**config.mk**
```make
export PLATFORM = sky130hd
export DESIGN_NAME = map_write_queue
export DESIGN_NICKNAME = d
export VERILOG_FILES = /design/src/rtl/map_pkg.sv /design/src/rtl/sync_fifo.sv /design/src/rtl/map_write_queue.sv
export SDC_FILE = /design/constraint.sdc
export NUM_CORES = 1
export LEC_CHECK = 0
export ABC_AREA = 1
export CAP_MARGIN = 20
export CORE_MARGIN = 2
export CORE_UTILIZATION = 50
export CTS_CLUSTER_DIAMETER = 80
export CTS_CLUSTER_SIZE = 30
export DETAILED_ROUTE_END_ITERATION = 6
export GPL_TIMING_DRIVEN = 0
export PLACE_DENSITY = 0.79
export SKIP_LAST_GASP = 1
export SLEW_MARGIN = 0
export SYNTH_ARGS = -nofsm -noshare
export SYNTH_HDL_FRONTEND = slang
export SYNTH_HIERARCHICAL = 1
export SYNTH_SLANG_ARGS = --single-unit
```
**constraint.sdc**
```tcl
create_clock -name clk_i -period 2.4 [get_ports clk_i]
set_input_delay 0.48 -clock clk_i [delete_from_list [all_inputs] [get_ports clk_i]]
set_output_delay 0.48 -clock clk_i [all_outputs]
set_load 0.03 [all_outputs]
```
**src/rtl/map_pkg.sv**
```systemverilog
// Shared types for the play-field map write path: coordinate/block widths,
// the queued write-request record and the write-queue state encoding.
package map_pkg;

  localparam int MAP_DIM      = 13;
  localparam int MAP_COORD_W  = 4;
  localparam int BLOCK_TYPE_W = 3;

  typedef logic [BLOCK_TYPE_W-1:0] block_type_t;
  typedef logic [MAP_COORD_W-1:0]  map_coord_t;

  // "type" is a keyword, so the block field is named blk_type.
  typedef struct packed {
    map_coord_t  x;
    map_coord_t  y;
    block_type_t blk_type;
  } map_wr_req_t;

  typedef enum logic [1:0] {
    ST_IDLE,
    ST_PENDING,
    ST_DRAIN
  } wq_state_t;

  function automatic logic coord_in_range(input map_coord_t x, input map_coord_t y);
    return (x < map_coord_t'(MAP_DIM)) && (y < map_coord_t'(MAP_DIM));
  endfunction

endpackage

```
**src/rtl/sync_fifo.sv**
```systemverilog
// Single-clock FIFO with occupancy count; push is ignored when full and
// pop is ignored when empty. DEPTH must be a power of two.
module sync_fifo #(
  parameter int WIDTH = 11,
  parameter int DEPTH = 8
) (
  input  logic                   clk_i,
  input  logic                   rst_i,
  input  logic                   push_i,
  input  logic                   pop_i,
  input  logic [WIDTH-1:0]       wdata_i,
  output logic [WIDTH-1:0]       rdata_o,
  output logic                   full_o,
  output logic                   empty_o,
  output logic [$clog2(DEPTH):0] count_o
);

  localparam int PTR_W = $clog2(DEPTH);
  localparam int CNT_W = PTR_W + 1;

  logic [WIDTH-1:0] mem [DEPTH];
  logic [PTR_W-1:0] wr_ptr;
  logic [PTR_W-1:0] rd_ptr;
  logic [CNT_W-1:0] count;
  logic             do_push;
  logic             do_pop;

  assign full_o  = (count == CNT_W'(DEPTH));
  assign empty_o = (count == '0);
  assign count_o = count;
  assign rdata_o = mem[rd_ptr];
  assign do_push = push_i && !full_o;
  assign do_pop  = pop_i && !empty_o;

  // Pointers wrap naturally because DEPTH is a power of two.
  always_ff @(posedge clk_i) begin
    if (rst_i) begin
      wr_ptr <= '0;
      rd_ptr <= '0;
      count  <= '0;
    end else begin
      if (do_push) wr_ptr <= wr_ptr + PTR_W'(1);
      if (do_pop)  rd_ptr <= rd_ptr + PTR_W'(1);
      count <= count + CNT_W'(do_push) - CNT_W'(do_pop);
    end
  end

  always_ff @(posedge clk_i) begin
    if (do_push) mem[wr_ptr] <= wdata_i;
  end

endmodule

```
**src/rtl/map_write_queue.sv**
```systemverilog
// Buffers map block updates and commits them to the map write port only during
// vertical blanking. Define MAP_WRITE_BOUNDS_CHECK_EN to drop and flag off-map requests.
module map_write_queue
  import map_pkg::*;
#(
  parameter int DEPTH        = 8,
  parameter int VBLANK_START = 480,
  parameter int VBLANK_END   = 524
) (
  input  logic                   clk_i,
  input  logic                   rst_i,
  input  logic                   req_valid_i,
  output logic                   req_ready_o,
  input  logic [3:0]             req_x_i,
  input  logic [3:0]             req_y_i,
  input  logic [2:0]             req_type_i,
  input  logic [9:0]             vpos_i,
  output logic                   map_we_o,
  output logic [3:0]             map_x_o,
  output logic [3:0]             map_y_o,
  output logic [2:0]             map_type_o,
  output logic [$clog2(DEPTH):0] pending_o,
  output logic                   drain_done_o,
  output logic                   err_o
);

  localparam int         CNT_W    = $clog2(DEPTH) + 1;
  localparam logic [9:0] VB_START = 10'(VBLANK_START);
  localparam logic [9:0] VB_END   = 10'(VBLANK_END);

  wq_state_t        state_q;
  wq_state_t        state_d;
  map_wr_req_t      req;
  map_wr_req_t      head;
  logic [CNT_W-1:0] count;
  logic [CNT_W-1:0] count_next;
  logic             full;
  logic             empty;
  logic             vblank;
  logic             handshake;
  logic             push;
  logic             pop;
  logic             we_q;
  map_wr_req_t      wr_q;
  logic             done_q;

  assign vblank      = (vpos_i >= VB_START) && (vpos_i <= VB_END);
  assign req         = '{x: req_x_i, y: req_y_i, blk_type: req_type_i};
  assign req_ready_o = !full;
  assign handshake   = req_valid_i && req_ready_o;

`ifdef MAP_WRITE_BOUNDS_CHECK_EN
  logic in_range;
  logic err_q;

  assign in_range = coord_in_range(req_x_i, req_y_i);
  assign push     = handshake && in_range;
  assign err_o    = err_q;

  // Off-map requests complete the handshake but are discarded and flagged.
  always_ff @(posedge clk_i) begin
    if (rst_i) err_q <= 1'b0;
    else       err_q <= handshake && !in_range;
  end
`else
  assign push  = handshake;
  assign err_o = 1'b0;
`endif

  sync_fifo #(
    .WIDTH ($bits(map_wr_req_t)),
    .DEPTH (DEPTH)
  ) u_fifo (
    .clk_i   (clk_i),
    .rst_i   (rst_i),
    .push_i  (push),
    .pop_i   (pop),
    .wdata_i (req),
    .rdata_o (head),
    .full_o  (full),
    .empty_o (empty),
    .count_o (count)
  );

  assign count_next = count + CNT_W'(push) - CNT_W'(pop);
  assign pending_o  = count;

  always_ff @(posedge clk_i) begin
    if (rst_i) state_q <= ST_IDLE;
    else       state_q <= state_d;
  end

  always_comb begin
    state_d = ST_PENDING;
    if (count_next == '0) state_d = ST_IDLE;
    else if (vblank)      state_d = ST_DRAIN;
  end

  // state_q tracks occupancy exactly; live vblank stops popping the cycle blanking ends.
  always_comb begin
    pop = 1'b0;
    if (state_q != ST_IDLE && vblank && !empty) pop = 1'b1;
  end

  always_ff @(posedge clk_i) begin
    if (rst_i) begin
      we_q   <= 1'b0;
      wr_q   <= '0;
      done_q <= 1'b0;
    end else begin
      we_q   <= pop;
      done_q <= pop && !push && (count == CNT_W'(1));
      if (pop) wr_q <= head;
    end
  end

  assign map_we_o     = we_q;
  assign map_x_o      = wr_q.x;
  assign map_y_o      = wr_q.y;
  assign map_type_o   = wr_q.blk_type;
  assign drain_done_o = done_q;

endmodule
```
==> After elaboration in Yosys (flattened, before gate mapping) <==
Memories as Yosys holds them, arrays and structs flattened. A register that Yosys moved wholly into a read port is not among the register bits.
Cells that the tools add are included.
{ "classes": {"magnitude_cmp": 2, "addsub": 6, "n_eq_ne": 2, "muxes": 4, "n_reduce_logical": 15} }
{ "op_table": {"columns": ["cell", "n"], "rows": [
  ["greater-or-equal comparator 10 x 9 -> 1 bit, second input constant", 1],
  ["<= comparator 10 bit, second input constant", 1],
  ["adder 4 x 1 -> 4 bit", 2],
  ["logical AND 1 bit", 8],
  ["zero test 4 bit", 2],
  ["subtractor 4 x 1 -> 4 bit", 2],
  ["adder 3 x 1 -> 3 bit, second input constant", 2],
  ["== test 4 x 1 -> 1 bit, second input constant", 1],
  ["== test 4 bit, second input constant", 1],
  ["zero test 1 bit", 3],
  ["two-way mux 1 bit", 3],
  ["two-way mux 2 bit", 1],
  ["nonzero test 2 bit", 1],
  ["OR reduction 2 bit", 1]
]} }
{ "totals": {"mem_count": 1, "ram_bits": 88, "register_bits": 14, "elab_cells": 36, "output_inout_bits": 19, "inputBits": 24} }
{ "memory_table": {"columns": ["name", "words", "width", "read_ports", "rd_ports_with_merged_regs", "write_ports", "line_no", "text"], "rows": [
  ["u_fifo.mem", 8, 11, 1, 1, 1, "sync_fifo.sv:21", "logic [WIDTH-1:0] mem [DEPTH];"]
]} }

==> Logic depth before layout (Yosys ltp) <==
{ "logic_depth": {"word_depth": 8, "depth_mapped": 18, "depth_no_buf": 18} }

==> Hierarchy <==
Netlist, hierarchy kept.
{ "by_module_without_submodules": {"columns": ["module", "n_inst", "area_per_inst_um2", "seq_area_each_um2", "cells_per_inst"], "rows": [
  ["sync_fifo", 1, 4573.1, 2902.8, 482],
  ["map_write_queue", 1, 897.1, 300.3, 128]
]} }

==> Worst setup path after synthesis <==
Ideal clock, no wire load.
{ "synth_timing": {"path_kind": "reg-to-reg", "start": "reg u_fifo.count[2] (netlist: u_fifo/count_o[2])", "end": "reg state_q[0]", "slack_ns": -0.491, "t_arrival_ns": 2.770, "path_buffers": 0, "path_stages_with_launch": 19, "required_time_ns": 2.280, "path_cell_list": "dfxtp_1 -> inv_1 -> ha_1 -> nand2_1 -> inv_1 -> inv_1 -> nand2_1 -> inv_1 -> nand2_1 -> nand2_1 -> ha_1 -> inv_1 -> fa_1 -> a21oi_1 -> nand2_1 -> nor2_1 -> nand2_1 -> o21ai_0 -> nor2_1"} }
{ "synth_between": {"elab_chain_len": 7, "word_cells_on_any_way": 11} }
{ "synth_rtl": {"columns": ["element", "line_no", "text"], "rows": [
  ["start: declaration", "sync_fifo.sv:24", "logic [CNT_W-1:0] count;"],
  ["start signal: assignment", "sync_fifo.sv:44", "count <= count + CNT_W'(do_push) - CNT_W'(do_pop);"],
  ["== test 4 bit", "sync_fifo.sv:28", "assign full_o = (count == CNT_W'(DEPTH));"],
  ["via full", "map_write_queue.sv:37", "logic full;"],
  ["zero test 1 bit", "map_write_queue.sv:49", "assign req_ready_o = !full;"],
  ["via req_ready_o", "map_write_queue.sv:13", "output logic req_ready_o,"],
  ["logical AND 1 bit", "map_write_queue.sv:50", "assign handshake = req_valid_i && req_ready_o;"],
  ["via handshake", "map_write_queue.sv:40", "logic handshake;"],
  ["adder 4 x 1 -> 4 bit", "map_write_queue.sv:85", "assign count_next = count + CNT_W'(push) - CNT_W'(pop);"],
  ["subtractor 4 x 1 -> 4 bit", "map_write_queue.sv:85", null],
  ["zero test 4 bit", "map_write_queue.sv:95", "if (count_next == '0) state_d = ST_IDLE;"],
  ["OR reduction 2 bit (no source line)", null, null],
  ["end signal: assignment", "map_write_queue.sv:90", "else state_q <= state_d;"],
  ["end: declaration", "map_write_queue.sv:31", "wq_state_t state_q;"]
]} }
The timed path passes the listed nets, and every way through them passes these cells.
A chain may end at the register's enable or synchronous reset.

==> Worst setup path in the final report <==
{ "layout_timing": {"start": "reg u_fifo.count[2] (netlist: u_fifo/count_o[2])", "end": "reg state_q[1]"} }
{ "layout_between": {"elab_chain_len": 7, "word_cells_on_any_way": 11} }
{ "layout_rtl": {"columns": ["element", "line_no"], "rows": [
  ["== test 4 bit", "sync_fifo.sv:28"],
  ["via full", "map_write_queue.sv:37"],
  ["zero test 1 bit", "map_write_queue.sv:49"],
  ["logical AND 1 bit", "map_write_queue.sv:50"],
  ["via handshake", "map_write_queue.sv:40"],
  ["adder 4 x 1 -> 4 bit", "map_write_queue.sv:85"],
  ["subtractor 4 x 1 -> 4 bit", "map_write_queue.sv:85"],
  ["zero test 4 bit", "map_write_queue.sv:95"],
  ["OR reduction 2 bit (no source line)", null]
]} }
The timed path passes the listed nets, and every way through them passes these cells.

==> results.ini <==
[logic_synthesis]
netlist_instances = 610
synth-edff-count = 88
synth_top_family_by_area = simple AND/OR/NAND/NOR gates
synth_fa_ha_area_share_pct = 3.25
yosys.area_share.simple_pct = 23.4
synth_compound_area_share_pct = 2.45
async_reset_ff_share_pct = 0
synth_xor_area_share_pct = 0
ys_seq_area_share_pct = 58.6
synthMuxAreaShare_pct = 0
ys_types = 33
synth_fp_nets = 647
synthFlopType = edfxtp_1
syn_avg_cell_area_um2 = 8.97
synth.cell_area_mm2 = 0.00547
ys_ff_latch = 116
yosys_warnings = 6
synth.area.top_cells = edfxtp_1 48%, nand2_1 13%, dfxtp_1 10%
synth_top_area_share_pct = 48.3
synth_top_area_cell = edfxtp_1

[global_route]
grt_pass1_vias = 4348
grt_max_degree = 17
grt_use_total_pct = 24.0
grt_pass1_wl_um = 20900
antenna_found_initial = 0
grt_remaining_overflow = 0

[clocking]
cts-root-buf = clkbuf_8
htreeDepth = 4
cts_tree = done
cts.sinks = 116
clock_path_buffers = 2
clkLatencyLatePin_ps = 530
cts_made_buffers = 17
clkTransAtPathRegs_ps = 50

[min_path]
hold_path_class = register to register

[timing]
finalClockSkew_ps = 12.1
hold-worst-slack_ps = 491
tns_ps = -115
setup_viol = 2
fmax_ghz = 0.406
period_share_pct = 103
finalWorstSetupSlack_ps = -63.6
slew_viol_final = 0
worstMarginPinSlew_ps = 781
period_minus_slack_ps = 2460
max_slew_margin_pct = 47.7
hold_viol = 0
rsz0062_at_grt = true

[routing]
drt-met1-wl_um = 5220
avgRoutedWirePerCell_um = 17.0
vias = 4465
viasPerCell = 5.27
drt_iter0_markers = 459
top_layer = met4
drcViolationCount = 0
detail_route.first_pass.iterations = 7
dr_wl_met2_um = 7280
route.antenna.remaining_nets = 0
wirelength_um = 14400
wl_met3_um = 1260

[setup_path]
crit_path_end_kind = register
crit_required_ps = 2810
crit_chain = inv_2 > ha_4 > nand2_4 > inv_1 > inv_4 > nand2_4 > inv_4 > nand2_2 > nand2_4 > ha_4 > inv_2 > fa_2 > a21oi_2 > nand2_2 > nor2_1 > nand2_1 > o21ai_2 > nor2_1
cp-start-kind = register
cp_common_cell = nand2_4
crit_arrival_ps = 2880
cp_top_family = adder cells
path_buf_inv = 5
slowest_stage = fa_2
criticalPathCategory = register to register
slowest_delay_ps = 370
cp_max_fo = 4

[die]
core.rowCount = 38
die_w_um = 109
fp.dieH_um = 109
dieArea_mm2 = 0.0118
coreArea_mm2 = 0.0107
initial_core_util_pct = 50.9
pin_count = 43

[layout]
area_delta_synth_final_pct = 28.5
regArea_mm2 = 0.00322
stdcell_area_mm2 = 0.00703
finalNonFillerCells = 848
nets = 733
diodes = 0
fillers = 804
multiInputGateArea_mm2 = 0.00175
drive_gt1_share_pct = 16.8
final_core_util_pct = 65.4

[power_and_ir_drop]
total_power_mw = 6.73
p_per_area_mw_per_mm2 = 958
power_leakage_nw = 3.23
max-vdd-ir-drop_mv = 0.567

[placement]
port_buffers = 41
placed_area_mm2 = 0.00613
dpl.hpwl_um = 8730
dp_slack_ps = -767
routabilityCongestion = 0.848
dp_cells = 795

[status]
outcome = complete, but fails checks
violations = negative setup slack

[run]
cap_viol_max_count = 0

[synth_stat cells (4+ instances only)]
master      n
nand2_1   186
inv_1     127
edfxtp_1   88
nand3_1    60
nor2_1     45
dfxtp_1    28
a21oi_1    13
ha_1       11
buf_2       6
buf_4       6
buf_6       5
a21oi_2     4
nor2_2      4
[worst paths after layout]
check / endpoint / cells past startpoint / startpoint / slack (ps)
worst max-delay path: state_q[1]$_SDFF_PP0_ / 18 / u_fifo/count_o[2]$_SDFF_PP0_ / -60
worst min-delay path: map_y_o[2]$_SDFFE_PP0P_ / 2 / map_y_o[2]$_SDFFE_PP0P_ / 490
worst max register to register: state_q[1]$_SDFF_PP0_ / 18 / u_fifo/count_o[2]$_SDFF_PP0_ / -60
worst min register to register: map_y_o[2]$_SDFFE_PP0P_ / 2 / map_y_o[2]$_SDFFE_PP0P_ / 490
[layer usage]
| metal | vias up | GRT usage [%] |
|---|---|---|
| met4 | 0 | 12.5 |
| met2 | 254 | 40.7 |
| li1 | 2069 | - |
| met3 | 62 | 5.73 |
| met1 | 2080 | 28.3 |
| met5 | - | 0 |
[area by class of cell]
cell class,instances,share of cell area (%)
clock inverters,11,2.28
plain buffers,21,2.48
multi-input cells,342,24.8
well taps,140,2.49
clock buffers,20,6.05
repair buffers,67,8.89
inverters,131,7.18
flip-flops and latches,116,45.8
[worst reg2reg max path, stage by stage, from the launching register on]
cell and delay, ps:
dfxtp_4 340, inv_2 60, ha_4 190, nand2_4 80
inv_1 60, inv_4 60, nand2_4 80, inv_4 100
nand2_2 80, nand2_4 70, ha_4 140, inv_2 40
fa_2 370, a21oi_2 170, nand2_2 70, nor2_1 130
nand2_1 110, o21ai_2 160, nor2_1 60
[power by group]
group	total (mW)	leakage (nW)	internal, mW	switching [mW]
registers	2.45	1.03	2.36	0.0902
logic	1.78	1.92	0.703	1.07
clock network	2.51	0.277	1.67	0.843
total	6.73	3.23	4.73	2.00
[sequential cells by signal (all words and copies together), names as in the netlist, named ones only]
signal,flops
map_x_o,4
drain_done_o,1
map_type_o,3
u_fifo/rd_ptr,3
state_q,2
map_y_o,4
map_we_o,1
u_fifo/count_o,4
u_fifo/mem,88
u_fifo/wr_ptr,3
[cells by family (layout without fill, tap and decap cells)]
kind of cell,count (synthesis),count (layout)
compound gates,22,22
flops,116,116
simple gates,306,306
fa+ha+maj,13,13
other cells,1,1
buf+inv,152,250
[cells in the final DEF, fill, tap and decap left out, drive strengths merged, types with 4 or more instances in the layout]
master	instances
buf	46
nor2	50
nand3	61
nand2	190
clkbuf	21
dfxtp	28
bufinv	4
a21oi	17
clkinv	6
inv	130
ha	11
clkdlybuf4s50	35
edfxtp	88
[timing repair]
action	4_1_cts	5_1_grt
pin swaps	6	17
endpoints found under the setup margin	67	28
gates resized for setup	18	23
setup buffers	6	16
hold buffers	0	0
Power figures use the tool's default switching activity.
